File: config.mk
export PLATFORM = sky130hd
export DESIGN_NAME = io_port_bank_flat
export DESIGN_NICKNAME = d
export VERILOG_FILES = /design/src/rtl/io_port_bank_if.sv /design/src/rtl/io_port_bank.sv /design/src/flat_wrapper.sv
export SDC_FILE = /design/constraint.sdc
export NUM_CORES = 1
export LEC_CHECK = 0
export ABC_AREA = 1
export CAP_MARGIN = 20
export CORE_MARGIN = 4
export CORE_UTILIZATION = 40
export CTS_CLUSTER_SIZE = 8
export DETAILED_ROUTE_END_ITERATION = 8
export GPL_ROUTABILITY_DRIVEN = 1
export SETUP_SLACK_MARGIN = 0.1
export SYNTH_ARGS = -nofsm -noshare
export SYNTH_HDL_FRONTEND = slang
export SYNTH_SLANG_ARGS = --single-unit
export TNS_END_PERCENT = 50
File: constraint.sdc
create_clock -name clk -period 5.9 [get_ports clk]
set_clock_uncertainty 0.05 [all_clocks]
set_input_delay 0.885 -clock clk [delete_from_list [all_inputs] [get_ports clk]]
set_output_delay 0.885 -clock clk [all_outputs]
set_load 0.005 [all_outputs]
File: src/rtl/io_port_bank_if.sv
// MMU I/O port bus: registered address/strobe/write data from the MMU, combinational read data back.
interface io_port_bank_if;
  logic [7:0]  io_addr;
  logic        io_en;
  logic        io_we;
  logic [31:0] io_data_write;
  logic [31:0] io_data_read;

  modport master (output io_addr, io_en, io_we, io_data_write, input io_data_read);
  modport slave  (input io_addr, io_en, io_we, io_data_write, output io_data_read);
endinterface

File: src/rtl/io_port_bank.sv
// I/O register bank on the MMU port: LED register, synchronized switches, cycle counter
// and a FIFO-fed 8N1 UART transmitter.
module io_port_bank #(
  parameter int unsigned CLKS_PER_BIT   = 104,
  parameter int unsigned FIFO_DEPTH_LOG = 3
) (
  input  logic            clk,
  input  logic            resetb,
  io_port_bank_if.slave   io,
  input  logic [7:0]      sw,
  output logic [7:0]      led,
  output logic            uart_tx
);

  localparam int unsigned CNT_W = (CLKS_PER_BIT > 1) ? $clog2(CLKS_PER_BIT) : 1;
  localparam int unsigned PTR_W = FIFO_DEPTH_LOG;
  localparam int unsigned FCNT_W = FIFO_DEPTH_LOG + 1;
  localparam int unsigned DEPTH = 1 << FIFO_DEPTH_LOG;

  localparam logic [5:0] A_LED  = 6'h00;
  localparam logic [5:0] A_SW   = 6'h01;
  localparam logic [5:0] A_TXD  = 6'h02;
  localparam logic [5:0] A_STAT = 6'h03;
  localparam logic [5:0] A_CYC  = 6'h04;

  typedef enum logic [1:0] {S_IDLE, S_START, S_DATA, S_STOP} tx_state_t;

  logic [5:0]        word;
  logic              wr, wr_led, wr_txd, wr_stat, wr_cyc;
  logic              unused_addr_bits;

  logic [7:0]        sw_meta, sw_sync;
  logic [31:0]       cyc;

  logic [7:0]        fifo_mem [DEPTH];
  logic [PTR_W-1:0]  wr_ptr, rd_ptr;
  logic [FCNT_W-1:0] fifo_cnt;
  logic              full, empty, push, pop, overflow;
  logic [7:0]        head;

  tx_state_t         state, state_nxt;
  logic [CNT_W-1:0]  bit_cnt, bit_cnt_nxt;
  logic [2:0]        bit_idx, bit_idx_nxt;
  logic [7:0]        shift, shift_nxt;
  logic              tx_nxt, bit_last, busy;

  assign word             = io.io_addr[7:2];
  assign unused_addr_bits = ^io.io_addr[1:0];
  assign wr      = io.io_en & io.io_we;
  assign wr_led  = wr && (word == A_LED);
  assign wr_txd  = wr && (word == A_TXD);
  assign wr_stat = wr && (word == A_STAT);
  assign wr_cyc  = wr && (word == A_CYC);

  assign full  = (fifo_cnt == FCNT_W'(DEPTH));
  assign empty = (fifo_cnt == '0);
  assign push  = wr_txd & ~full;
  assign head  = fifo_mem[rd_ptr];
  assign busy  = (state != S_IDLE);

  // LED register, switch synchronizer and cycle counter (a write beats the increment)
  always_ff @(posedge clk or negedge resetb) begin
    if (!resetb) begin
      led     <= '0;
      sw_meta <= '0;
      sw_sync <= '0;
      cyc     <= '0;
    end else begin
      if (wr_led) led <= io.io_data_write[7:0];
      sw_meta <= sw;
      sw_sync <= sw_meta;
      cyc     <= wr_cyc ? io.io_data_write : cyc + 32'd1;
    end
  end

  // FIFO storage carries no reset; validity is tracked by the pointers and count
  always_ff @(posedge clk) begin
    if (push) fifo_mem[wr_ptr] <= io.io_data_write[7:0];
  end

  always_ff @(posedge clk or negedge resetb) begin
    if (!resetb) begin
      wr_ptr   <= '0;
      rd_ptr   <= '0;
      fifo_cnt <= '0;
      overflow <= 1'b0;
    end else begin
      if (push) wr_ptr <= wr_ptr + PTR_W'(1);
      if (pop)  rd_ptr <= rd_ptr + PTR_W'(1);
      case ({push, pop})
        2'b10:   fifo_cnt <= fifo_cnt + FCNT_W'(1);
        2'b01:   fifo_cnt <= fifo_cnt - FCNT_W'(1);
        default: fifo_cnt <= fifo_cnt;
      endcase
      if (wr_txd && full)                        overflow <= 1'b1;
      else if (wr_stat && io.io_data_write[3])   overflow <= 1'b0;
    end
  end

  // TX FSM state and datapath registers; uart_tx comes straight from a flop
  always_ff @(posedge clk or negedge resetb) begin
    if (!resetb) begin
      state   <= S_IDLE;
      bit_cnt <= '0;
      bit_idx <= '0;
      shift   <= '0;
      uart_tx <= 1'b1;
    end else begin
      state   <= state_nxt;
      bit_cnt <= bit_cnt_nxt;
      bit_idx <= bit_idx_nxt;
      shift   <= shift_nxt;
      uart_tx <= tx_nxt;
    end
  end

  assign bit_last = (bit_cnt == CNT_W'(CLKS_PER_BIT - 1));

  // TX next-state; the line level is decoded from the next state so it changes with the state
  always_comb begin
    state_nxt   = state;
    bit_cnt_nxt = bit_cnt;
    bit_idx_nxt = bit_idx;
    shift_nxt   = shift;
    pop         = 1'b0;
    tx_nxt      = 1'b1;
    case (state)
      S_IDLE: begin
        if (!empty) begin
          pop         = 1'b1;
          shift_nxt   = head;
          bit_cnt_nxt = '0;
          state_nxt   = S_START;
        end
      end
      S_START: begin
        if (bit_last) begin
          bit_cnt_nxt = '0;
          bit_idx_nxt = '0;
          state_nxt   = S_DATA;
        end else begin
          bit_cnt_nxt = bit_cnt + CNT_W'(1);
        end
      end
      S_DATA: begin
        if (bit_last) begin
          bit_cnt_nxt = '0;
          shift_nxt   = {1'b0, shift[7:1]};
          if (bit_idx == 3'd7) state_nxt = S_STOP;
          else                 bit_idx_nxt = bit_idx + 3'd1;
        end else begin
          bit_cnt_nxt = bit_cnt + CNT_W'(1);
        end
      end
      S_STOP: begin
        if (bit_last) begin
          bit_cnt_nxt = '0;
          state_nxt   = S_IDLE;
        end else begin
          bit_cnt_nxt = bit_cnt + CNT_W'(1);
        end
      end
      default: state_nxt = S_IDLE;
    endcase
    case (state_nxt)
      S_START: tx_nxt = 1'b0;
      S_DATA:  tx_nxt = shift_nxt[0];
      default: tx_nxt = 1'b1;
    endcase
  end

  // Combinational read mux; the MMU samples it in the access cycle
  always_comb begin
    io.io_data_read = '0;
    case (word)
      A_LED:  io.io_data_read = {24'h0, led};
      A_SW:   io.io_data_read = {24'h0, sw_sync};
      A_STAT: io.io_data_read = {16'h0, 8'(fifo_cnt), 4'h0, overflow, busy, empty, full};
      A_CYC:  io.io_data_read = cyc;
      default: io.io_data_read = '0;
    endcase
  end

endmodule

File: src/flat_wrapper.sv
// flat-port wrapper written by rule: the top's interface ports become plain ports
module io_port_bank_flat 
#(
  parameter int unsigned CLKS_PER_BIT   = 104,
  parameter int unsigned FIFO_DEPTH_LOG = 3
)
  (clk, resetb, sw, led, uart_tx, io_io_addr, io_io_en, io_io_we, io_io_data_write, io_io_data_read);
  io_port_bank_if io_i ();
  input  logic clk;
  input  logic resetb;
  input  logic [7:0] sw;
  output logic [7:0] led;
  output logic uart_tx;
  input wire logic [$bits(io_i.io_addr)-1:0] io_io_addr;
  input wire logic [$bits(io_i.io_en)-1:0] io_io_en;
  input wire logic [$bits(io_i.io_we)-1:0] io_io_we;
  input wire logic [$bits(io_i.io_data_write)-1:0] io_io_data_write;
  output wire logic [$bits(io_i.io_data_read)-1:0] io_io_data_read;
  assign io_i.io_addr = io_io_addr;
  assign io_i.io_en = io_io_en;
  assign io_i.io_we = io_io_we;
  assign io_i.io_data_write = io_io_data_write;
  assign io_io_data_read = io_i.io_data_read;
  io_port_bank #(.CLKS_PER_BIT(CLKS_PER_BIT), .FIFO_DEPTH_LOG(FIFO_DEPTH_LOG)) u_core (.clk(clk), .resetb(resetb), .io(io_i), .sw(sw), .led(led), .uart_tx(uart_tx));
endmodule
# Yosys cells after proc, flatten, opt, wreduce, memory -nomap -nowiden
# Memory sizes are Yosys's and may differ from the RTL's.
# Index checks and enable logic that the tools add are counted.
dict set report classes {
  reduce_logical 17
  muxes 26
  bitwise 3
  n_addsub 7
  eq_ne 18
}
# cell n
set ops {}
lappend ops {{$pmux W32 S4} 1}
lappend ops {{$add A32 B1 Y32 const B} 1}
lappend ops {{$mux W32} 1}
lappend ops {{$mux W8} 2}
lappend ops {{$pmux W8 S2} 1}
lappend ops {{$mux W7} 2}
lappend ops {{$pmux W7 S2} 1}
lappend ops {{$eq A6 B2 Y1 const B} 2}
lappend ops {{$mux W2} 5}
lappend ops {{$reduce_bool A2 Y1} 5}
lappend ops {{$add A3 B1 Y3 const B} 3}
lappend ops {{$mux W3} 3}
lappend ops {{$eq A2 B2 Y1 const B} 4}
lappend ops {{$pmux W2 S4} 1}
lappend ops {{$pmux W4 S2} 1}
lappend ops {{$add A7 B1 Y7 const B} 1}
lappend ops {{$eq A7 B7 Y1 const B} 1}
lappend ops {{$eq A2 B1 Y1 const B} 3}
lappend ops {{$eq A6 B1 Y1 const B} 1}
lappend ops {{$eq A6 B3 Y1 const B} 1}
lappend ops {{$logic_and A1 B1 Y1} 6}
lappend ops {{$logic_not A6 Y1} 1}
lappend ops {{$mux W1} 6}
lappend ops {{$pmux W3 S2} 1}
lappend ops {{14 further kinds} 17}
dict set report totals {
  regBits 88
  ram_bits 64
  output_inout_bits 41
  word_cells 86
  input_bits 52
  mem_count 1
}
# name words word_bits rd rd_ports_with_merged_regs wr line_no
set mem_list {}
lappend mem_list {u_core.fifo_mem 8 8 1 0 1 io_port_bank.sv:35} ;# logic [7:0] fifo_mem [DEPTH];

# Longest topological paths before layout
# Gate-level depths: netlist (run 1).
dict set report depth {
  depth_word 6
  mapped_depth 15
  depth_no_buf 14
}

# Least setup slack after synthesis (run 1)
# OpenSTA, ideal clock, no wires.
dict set report synth_timing {
  path_type {input to register}
  startpoint {input port io_io_addr[5]}
  endpoint {memory u_core.fifo_mem[0][0], enable pin}
  stages 5
  t_arrival_ps 2307
  setup_time_ps 383
  path_slack_ps 3159
  n_path_buf 0
  path_cell_list {or2_4 nor2_2 nand3_1 or2_1 nor3_1}
}
dict set report synth_between {
  elab_chain_len 5
}
# item line_no
set synth_lines {}
lappend synth_lines {{from (decl)} flat_wrapper.sv:14} ;# input wire logic [$bits(io_i.io_addr)-1:0] io_io_addr;
lappend synth_lines {{$eq A6 B2 Y1} io_port_bank.sv:51} ;# assign wr_txd = wr && (word == A_TXD);
lappend synth_lines {{$logic_and A1 B1 Y1} io_port_bank.sv:51}
lappend synth_lines {{$and A1 B1 Y1} io_port_bank.sv:57} ;# assign push = wr_txd & ~full;
lappend synth_lines {{$mux W1} io_port_bank.sv:78} ;# if (push) fifo_mem[wr_ptr] <= io.io_data_write[7:0];
lappend synth_lines {{$mux W1 (not written as such)} io_port_bank.sv:78}
lappend synth_lines {{to (decl)} io_port_bank.sv:35}
# No other way between the ends.

# Worst setup path in the final report (run 1)
dict set report layout_timing {
  startpoint {input port io_io_addr[7]}
  endpoint {output port io_io_data_read[9]}
}
dict set report layout_between {
  elab_chain_len 2
  word_cells_on_any_way 5
  classes_between {eq/ne: 3; mux: 1; reduce/logical: 1}
}
# item line_no
set layout_lines {}
lappend layout_lines {{$eq A6 B3 Y1, or another cell as far along} io_port_bank.sv:175} ;# case (word)
lappend layout_lines {{$pmux W32 S4 *} io_port_bank.sv:175}
lappend layout_lines {{to (decl)} flat_wrapper.sv:18} ;# output wire logic [$bits(io_i.io_data_read)-1:0] io_io_data_read;
# Mark *: on every way between the ends. The rest lies on a longest branch, timed or not.

==> flow_summary.json, run 1 <==
{
  "setup.reg_to_reg.worst_slack_ps": 3500,
  "synth_area_sq_um": 7340,
  "peak_fanout_along_the_critical_path": 28,
  "detail-route-antenna-nets": 0,
  "die_h_um": 143,
  "vdd.ir_drop.worst_mv": 0.229,
  "ctsLongestPathBuffers": 2,
  "clock_tree_from_tritoncts": "built",
  "vias_in_the_first_global_route": 5919,
  "grt_setup_unrepaired": "no",
  "sequential_fraction_of_design_power_pct": 48.1,
  "power_report.internal_total_mw": 1.84,
  "routed-wl-met3_um": 697,
  "global_route.overflow_total": 0,
  "initial_utilization_pct": 40.7,
  "number_of_clock_sinks_seen_by_cts": 152,
  "wirelength_met1_um": 8200,
  "drv.max_cap_violation_count": 0,
  "report.final.hold_viol_count": 0,
  "port_buffers": 90,
  "holdPathStages": 0,
  "timing.final.max_slew_violations": 0,
  "gp_congestion": 0.866,
  "floorplan.die_area_sq_um": 20600,
  "grt_start_max_net_pins": 48,
  "multi_input_area_sq_um": 2820,
  "numCtsBuffers": 17,
  "mapped_nets": 903,
  "yosysUniqueCellTypes": 42,
  "drt_iter0_drc": 375,
  "arrival_ps": 3360,
  "cts_hold_repair.buffers": 0,
  "cellPowerDensity_nw_per_um2": 283,
  "finalWorstPathRequiredPeriod_ps": 4300,
  "power.share.combinational_pct": 11.8,
  "ys.flop_type": "sky130_fd_sc_hd__dfrtp_1",
  "finalInstanceArea_sq_um": 9050,
  "p_switching_mw": 0.717,
  "worstRegToRegCells": 6,
  "r2r_start": "u_core.fifo_cnt[2]",
  "gate_count_post_synth": 842,
  "diodes": 0,
  "hold_end": "u_core.sw_sync[7]",
  "finalCritPeriodShare_pct": 72.8,
  "io_pins": 93,
  "top_layer": "met4",
  "drcViolationCount": 0,
  "worst-endpoint-required_ps": 4970,
  "setup.worst_path.start_class": "primary input",
  "grt_antenna_before_repair": 0,
  "cts-resized-gates": 0,
  "slew-limit-headroom_pct": 30.8,
  "drt_wl_total_um": 18500,
  "critical_path_class": "primary input to primary output",
  "htree_num_levels": 4,
  "fraction_of_power_consumed_by_the_clock_network_pct": 40.1,
  "regToRegEndpoint": "u_core.fifo_mem[2][0]",
  "die_w_um": 143,
  "synth-edff-count": 64,
  "met2_wirelength_um": 9240,
  "placedInstanceArea_sq_um": 8500,
  "cts.root.buffer_cell": "sky130_fd_sc_hd__clkbuf_16",
  "via_density_per_instance": 4.98,
  "worst_slew_pin_slew_ps": 1040,
  "asyncSetResetFlopFracSynth_pct": 57.9,
  "crit_path_end_kind": "primary output",
  "total_core_area_sq_um": 18000,
  "cellLeakagePower_nw": 3.76,
  "final_cell_count_no_fill": 1179,
  "worstSkewPairLatency_ps": 430,
  "avg_synthesized_cell_area_sq_um": 8.71,
  "clkSlewWorstSetupHoldPaths_ps": 60,
  "wire_per_inst_um": 15.7,
  "vias": 5872,
  "firstDrtPassIters": 7,
  "numPlacedInstances": 1147,
  "totalNegativeSetupSlack_ps": 0,
  "core.rowCount": 49,
  "dpl.hpwl_um": 13000,
  "status": "finished clean",
  "post_cts.repair.setup_buffers": 0,
  "fraction_of_final_layout_cells_sized_beyond_drive_strength_1_pct": 7.37,
  "nFillCells": 1736,
  "timing.hold.worst.start": "u_core.sw_meta[7]",
  "synth.ff_latch_count": 152,
  "switching_share_of_total_power_pct": 28.0,
  "finalSetupViolations": 0,
  "global_route.usage.total_pct": 18.8,
  "synthToLayoutAreaGrowth_pct": 23.4,
  "yosysWarnings": 0,
  "synth.yosys.seq_area_share_pct": 56.2,
  "holdCritPathClass": "flop to flop",
  "fmax_ghz": 0.233,
  "regArea_sq_um": 4130,
  "num-nets-final": 998,
  "grt_pass1_wl_um": 30100
}
-- cells in the final DEF (no fill, tap or decap), drive strengths merged, types with 5 or more instances in the layout --
master / synthesis / final
inv: 83 / 90
clkdlybuf4s50: 0 / 89
clkbuf: 10 / 19
xor2: 15 / 15
o21ai: 71 / 71
nor3: 18 / 18
buf: 11 / 8
ha: 9 / 9
edfxtp: 64 / 64
o211ai: 16 / 16
dfrtp: 87 / 87
nor2: 125 / 125
a22oi: 5 / 5
o22ai: 7 / 7
nand2: 235 / 235
clkinvlp: 0 / 5
nand3: 63 / 63
-- critical path: stages --
cell	delay, ps
sky130_fd_sc_hd__clkdlybuf4s50_1	430
sky130_fd_sc_hd__nor2_1	230
sky130_fd_sc_hd__nand4_2	670
sky130_fd_sc_hd__o22ai_1	560
sky130_fd_sc_hd__clkdlybuf4s50_1	580
-- flip-flops by register name, indices dropped and copies added (netlist names), 2 cells and up --
| name | cells |
|---|---|
| u_core.bit_cnt | 7 |
| u_core.bit_idx | 3 |
| u_core.cyc | 32 |
| u_core.fifo_cnt | 4 |
| u_core.fifo_mem | 64 |
| u_core.led | 8 |
| u_core.rd_ptr | 3 |
| u_core.shift | 8 |
| u_core.state | 2 |
| u_core.sw_meta | 8 |
| u_core.sw_sync | 8 |
| u_core.wr_ptr | 3 |
-- layer usage --
layer	vias up	track usage, %
met5	-	0
met4	0	5.75
met3	24	3.86
met2	137	32.1
met1	2743	24.3
li1	2968	-
-- cells by family after synthesis --
kind of cell | after synthesis | share of synthesized area, %
buf+inv | 105 | 5.70
simple gates | 450 | 25.6
fa+ha+maj | 9 | 1.54
flops | 152 | 56.2
compound gates | 110 | 9.07
xor+xnor | 16 | 1.91
-- cells in the mapped netlist (all sizes together), types with 5 or more instances --
cell / n / area [sq um]
nand2: 235 / 892
nor2: 125 / 489
dfrtp: 87 / 2180
inv: 83 / 312
o21ai: 71 / 385
edfxtp: 64 / 1920
nand3: 63 / 320
nor3: 18 / 95.1
o211ai: 16 / 120
xor2: 15 / 131
buf: 11 / 65.1
clkbuf: 10 / 37.5
ha: 9 / 113
o22ai: 7 / 43.8
a22oi: 5 / 37.5
-- stage by stage --
| stage | total power [mW] | hold slack [ps] | utilization (%) | setup WS, ps |
|---|---|---|---|---|
| floorplan | 1.41 | 281 | - | 3160 |
| global placement | 1.55 | 282 | 47.1 | 1570 |
| detailed placement | 1.55 | 286 | 47.1 | 1510 |
| CTS | 2.58 | 300 | 50.2 | 1520 |
| global route | 2.68 | 306 | 50.2 | 1380 |
| finish | 2.56 | 299 | 50.2 | 1600 |
-- cell type report --
class | instances | share of cell area (%)
sequential | 152 | 45.6
inverter | 84 | 3.48
timing repair buffer | 97 | 10.5
clock buffer | 19 | 4.89
clock inverter | 13 | 1.24
tap | 229 | 3.17
multi-input combinational | 585 | 31.1
-- power groups by stage --
stage / Clock [mW] / Sequential [mW] / Combinational (mW)
finish: 1.03 / 1.23 / 0.303
global route: 1.09 / 1.24 / 0.347
CTS: 1.04 / 1.23 / 0.305
detailed placement: 0 / 1.25 / 0.303
global placement: 0 / 1.25 / 0.300
floorplan: 0 / 1.23 / 0.184
-- worst max-delay path by stage --
stage	start	endpoint	slack (ps)	cells after the start
2_1_floorplan	io_io_addr[5]	u_core.fifo_mem[0][0]	3160	5
3_3_place_gp	io_io_addr[7]	io_io_data_read[9]	1570	5
3_5_place_dp	io_io_addr[7]	io_io_data_read[9]	1510	5
4_1_cts	io_io_addr[7]	io_io_data_read[9]	1520	5
5_1_grt	io_io_addr[7]	io_io_data_read[9]	1380	5
6_report	io_io_addr[7]	io_io_data_read[9]	1600	5
(Power assumes the default switching activity.)
==> inputs of run 2 (changes only) <==
- clock period: 5.9 -> 4.1 ns (I/O delays scaled with it)
==> run 2 against run 1 <==
Net effect:
- sequential share of layout area is 0.50 points lower
- worst hold slack worse by 0.62 ps
- critical path type unchanged
- final area is 1.1% higher
- core utilization is 0.56 points higher
- clock power is 53% higher
- worst setup slack worse by 840 ps
- non-clock buffer count is 9 higher
==> flow_summary.json, run 2 (synthesis gave the netlist of run 1 again) <==
{
  "status": "finished clean",
  "global_route.usage.total_pct": 18.8,
  "crit_path_end_kind": "primary output",
  "finalPower_mw": 3.79,
  "worstRegToRegCells": 12,
  "numPlacedInstances": 1154,
  "report.final.hold_viol_count": 0,
  "numCtsBuffers": 17,
  "setup.worst_path.start_class": "primary input",
  "io_pins": 93,
  "cts-resized-gates": 0,
  "postLayoutSetupSlackWorst_ps": 762,
  "multi_input_area_sq_um": 2790,
  "final_cell_count_no_fill": 1188,
  "finalCritPeriodShare_pct": 81.4,
  "drt_wl_total_um": 18700,
  "number_of_clock_sinks_seen_by_cts": 152,
  "clkSlewWorstSetupHoldPaths_ps": 60,
  "nFillCells": 1731,
  "floorplan.die_area_sq_um": 20600,
  "layout_common_cells": "233 x sky130_fd_sc_hd__nand2_1, 121 x sky130_fd_sc_hd__nor2_1, 89 x sky130_fd_sc_hd__clkdlybuf4s50_1",
  "gp_congestion": 0.902,
  "ctsLongestPathBuffers": 2,
  "diodes": 0,
  "crit_chain": "clkdlybuf4s50_1 -> nor2_1 -> nand2_1 -> nor3_2 -> a22oi_1 -> o21ai_0 -> clkdlybuf4s50_1",
  "port_buffers": 90,
  "grt_pass1_wl_um": 29900,
  "num-nets-final": 1007,
  "grt_setup_unrepaired": "no",
  "fmax_ghz": 0.300,
  "peak_fanout_along_the_critical_path": 8,
  "largest_stage_delay_on_the_critical_path_ps": 530,
  "worst_slew_pin_slew_ps": 1030,
  "slew-limit-headroom_pct": 31.6,
  "finalInstanceArea_sq_um": 9150,
  "final_util_pct": 50.8,
  "mostFrequentLayoutCell": "sky130_fd_sc_hd__nand2_1",
  "wire_per_inst_um": 15.7,
  "synthToLayoutAreaGrowth_pct": 24.8,
  "r2r_start": "u_core.state[0]",
  "initial_utilization_pct": 40.7,
  "grt_start_max_net_pins": 76,
  "number_of_flip_flops_in_the_largest_register": 64,
  "detail-route-antenna-nets": 0,
  "drv.max_cap_violation_count": 0,
  "worst_hold_slack_ps": 298,
  "drcViolationCount": 0,
  "vias": 5851,
  "worstSkewPairLatency_ps": 430,
  "crit_path_top_delay_cell": "sky130_fd_sc_hd__clkdlybuf4s50_1",
  "critical_path_class": "primary input to primary output",
  "worst-endpoint-required_ps": 3430,
  "firstDrtPassIters": 5,
  "fraction_of_final_layout_cells_sized_beyond_drive_strength_1_pct": 7.51,
  "reg.largest.list": "u_core.fifo_mem x64, u_core.cyc x32",
  "cellPowerDensity_nw_per_um2": 414,
  "path_common_cell": "sky130_fd_sc_hd__clkdlybuf4s50_1",
  "clock_tree_from_tritoncts": "built",
  "total_core_area_sq_um": 18000,
  "cts_hold_repair.buffers": 0,
  "vias_in_the_first_global_route": 5778,
  "max_flop_register": "u_core.fifo_mem",
  "worst_slack_at_placement_ps": 757,
  "timing.final.max_slew_violations": 0,
  "vdd.ir_drop.worst_mv": 0.328,
  "cellLeakagePower_nw": 3.84,
  "placedInstanceArea_sq_um": 8520,
  "finalWorstPathRequiredPeriod_ps": 3340,
  "die_h_um": 143,
  "regArea_sq_um": 4130,
  "global_route.overflow_total": 0,
  "finalSetupViolations": 0,
  "grt_antenna_before_repair": 0,
  "critical_path.startpoint": "io_io_addr[7]",
  "drt_iter0_drc": 415,
  "critPathCapture": "io_io_data_read[7]",
  "cts.root.buffer_cell": "sky130_fd_sc_hd__clkbuf_16",
  "dpl.hpwl_um": 12900,
  "holdCritPathClass": "flop to flop",
  "setup.reg_to_reg.worst_slack_ps": 1720,
  "htree_num_levels": 4,
  "arrival_ps": 2670,
  "post_cts.repair.setup_buffers": 0,
  "via_density_per_instance": 4.93,
  "core.rowCount": 49,
  "regToRegEndpoint": "u_core.fifo_cnt[2]",
  "totalNegativeSetupSlack_ps": 0,
  "die_w_um": 143
}
[run 2: cell types whose count changed in the layout (fill, tap and decap cells not counted), sizes merged]
cell         delta
dlygate4sd3     +1
clkinv          +5
clkinvlp        -3
bufinv          +2
clkbuf          -2
buf             +8
inv             -2
[run 2: worst min path at each step]
| stage | startpoint | to | slack (ps) | cells past startpoint |
|---|---|---|---|---|
| after detailed placement | u_core.sw_meta[3] | u_core.sw_sync[3] | 280 | 0 |
| after CTS | u_core.sw_meta[6] | u_core.sw_sync[6] | 300 | 0 |
| after global placement | u_core.sw_meta[4] | u_core.sw_sync[4] | 280 | 0 |
| final | u_core.sw_meta[6] | u_core.sw_sync[6] | 300 | 0 |
| after global routing | u_core.sw_meta[6] | u_core.sw_sync[6] | 300 | 0 |
| after floorplan | resetb | u_core.bit_cnt[0] | 270 | 0 |
[run 2: final cells by class]
| class | instances | area share (%) |
|---|---|---|
| well taps | 229 | 3.13 |
| clock buffers | 17 | 4.65 |
| multi-input cells | 585 | 30.5 |
| inverters | 84 | 3.44 |
| repair buffers | 106 | 11.4 |
| clock inverters | 15 | 1.82 |
| flip-flops and latches | 152 | 45.1 |
[run 2: critical path: cells and delay by family]
kind	cells	cell delay (ps)
buffers and inverters	2	950
and+or+nand+nor	3	800
AOI/OAI and AO/OA	2	310
[run 2: report_power, final]
part	leakage, nW	switching, mW	total [mW]	internal (mW)
Clock	0.283	0.672	1.58	0.909
Sequential	1.64	0.0897	1.77	1.68
Combinational	1.92	0.266	0.441	0.175
Total	3.84	1.03	3.79	2.76
[run 2: routing by layer]
| layer | share of wire, % | global-route usage (%) | vias up | wire length [um] |
|---|---|---|---|---|
| li1 | - | - | 2977 | - |
| met1 | 45 | 24.6 | 2730 | 8340 |
| met2 | 50 | 31.9 | 124 | 9290 |
| met3 | 4.2 | 3.76 | 20 | 780 |
| met4 | 1.4 | 5.25 | 0 | 263 |
| met5 | 0 | 0 | - | 0 |
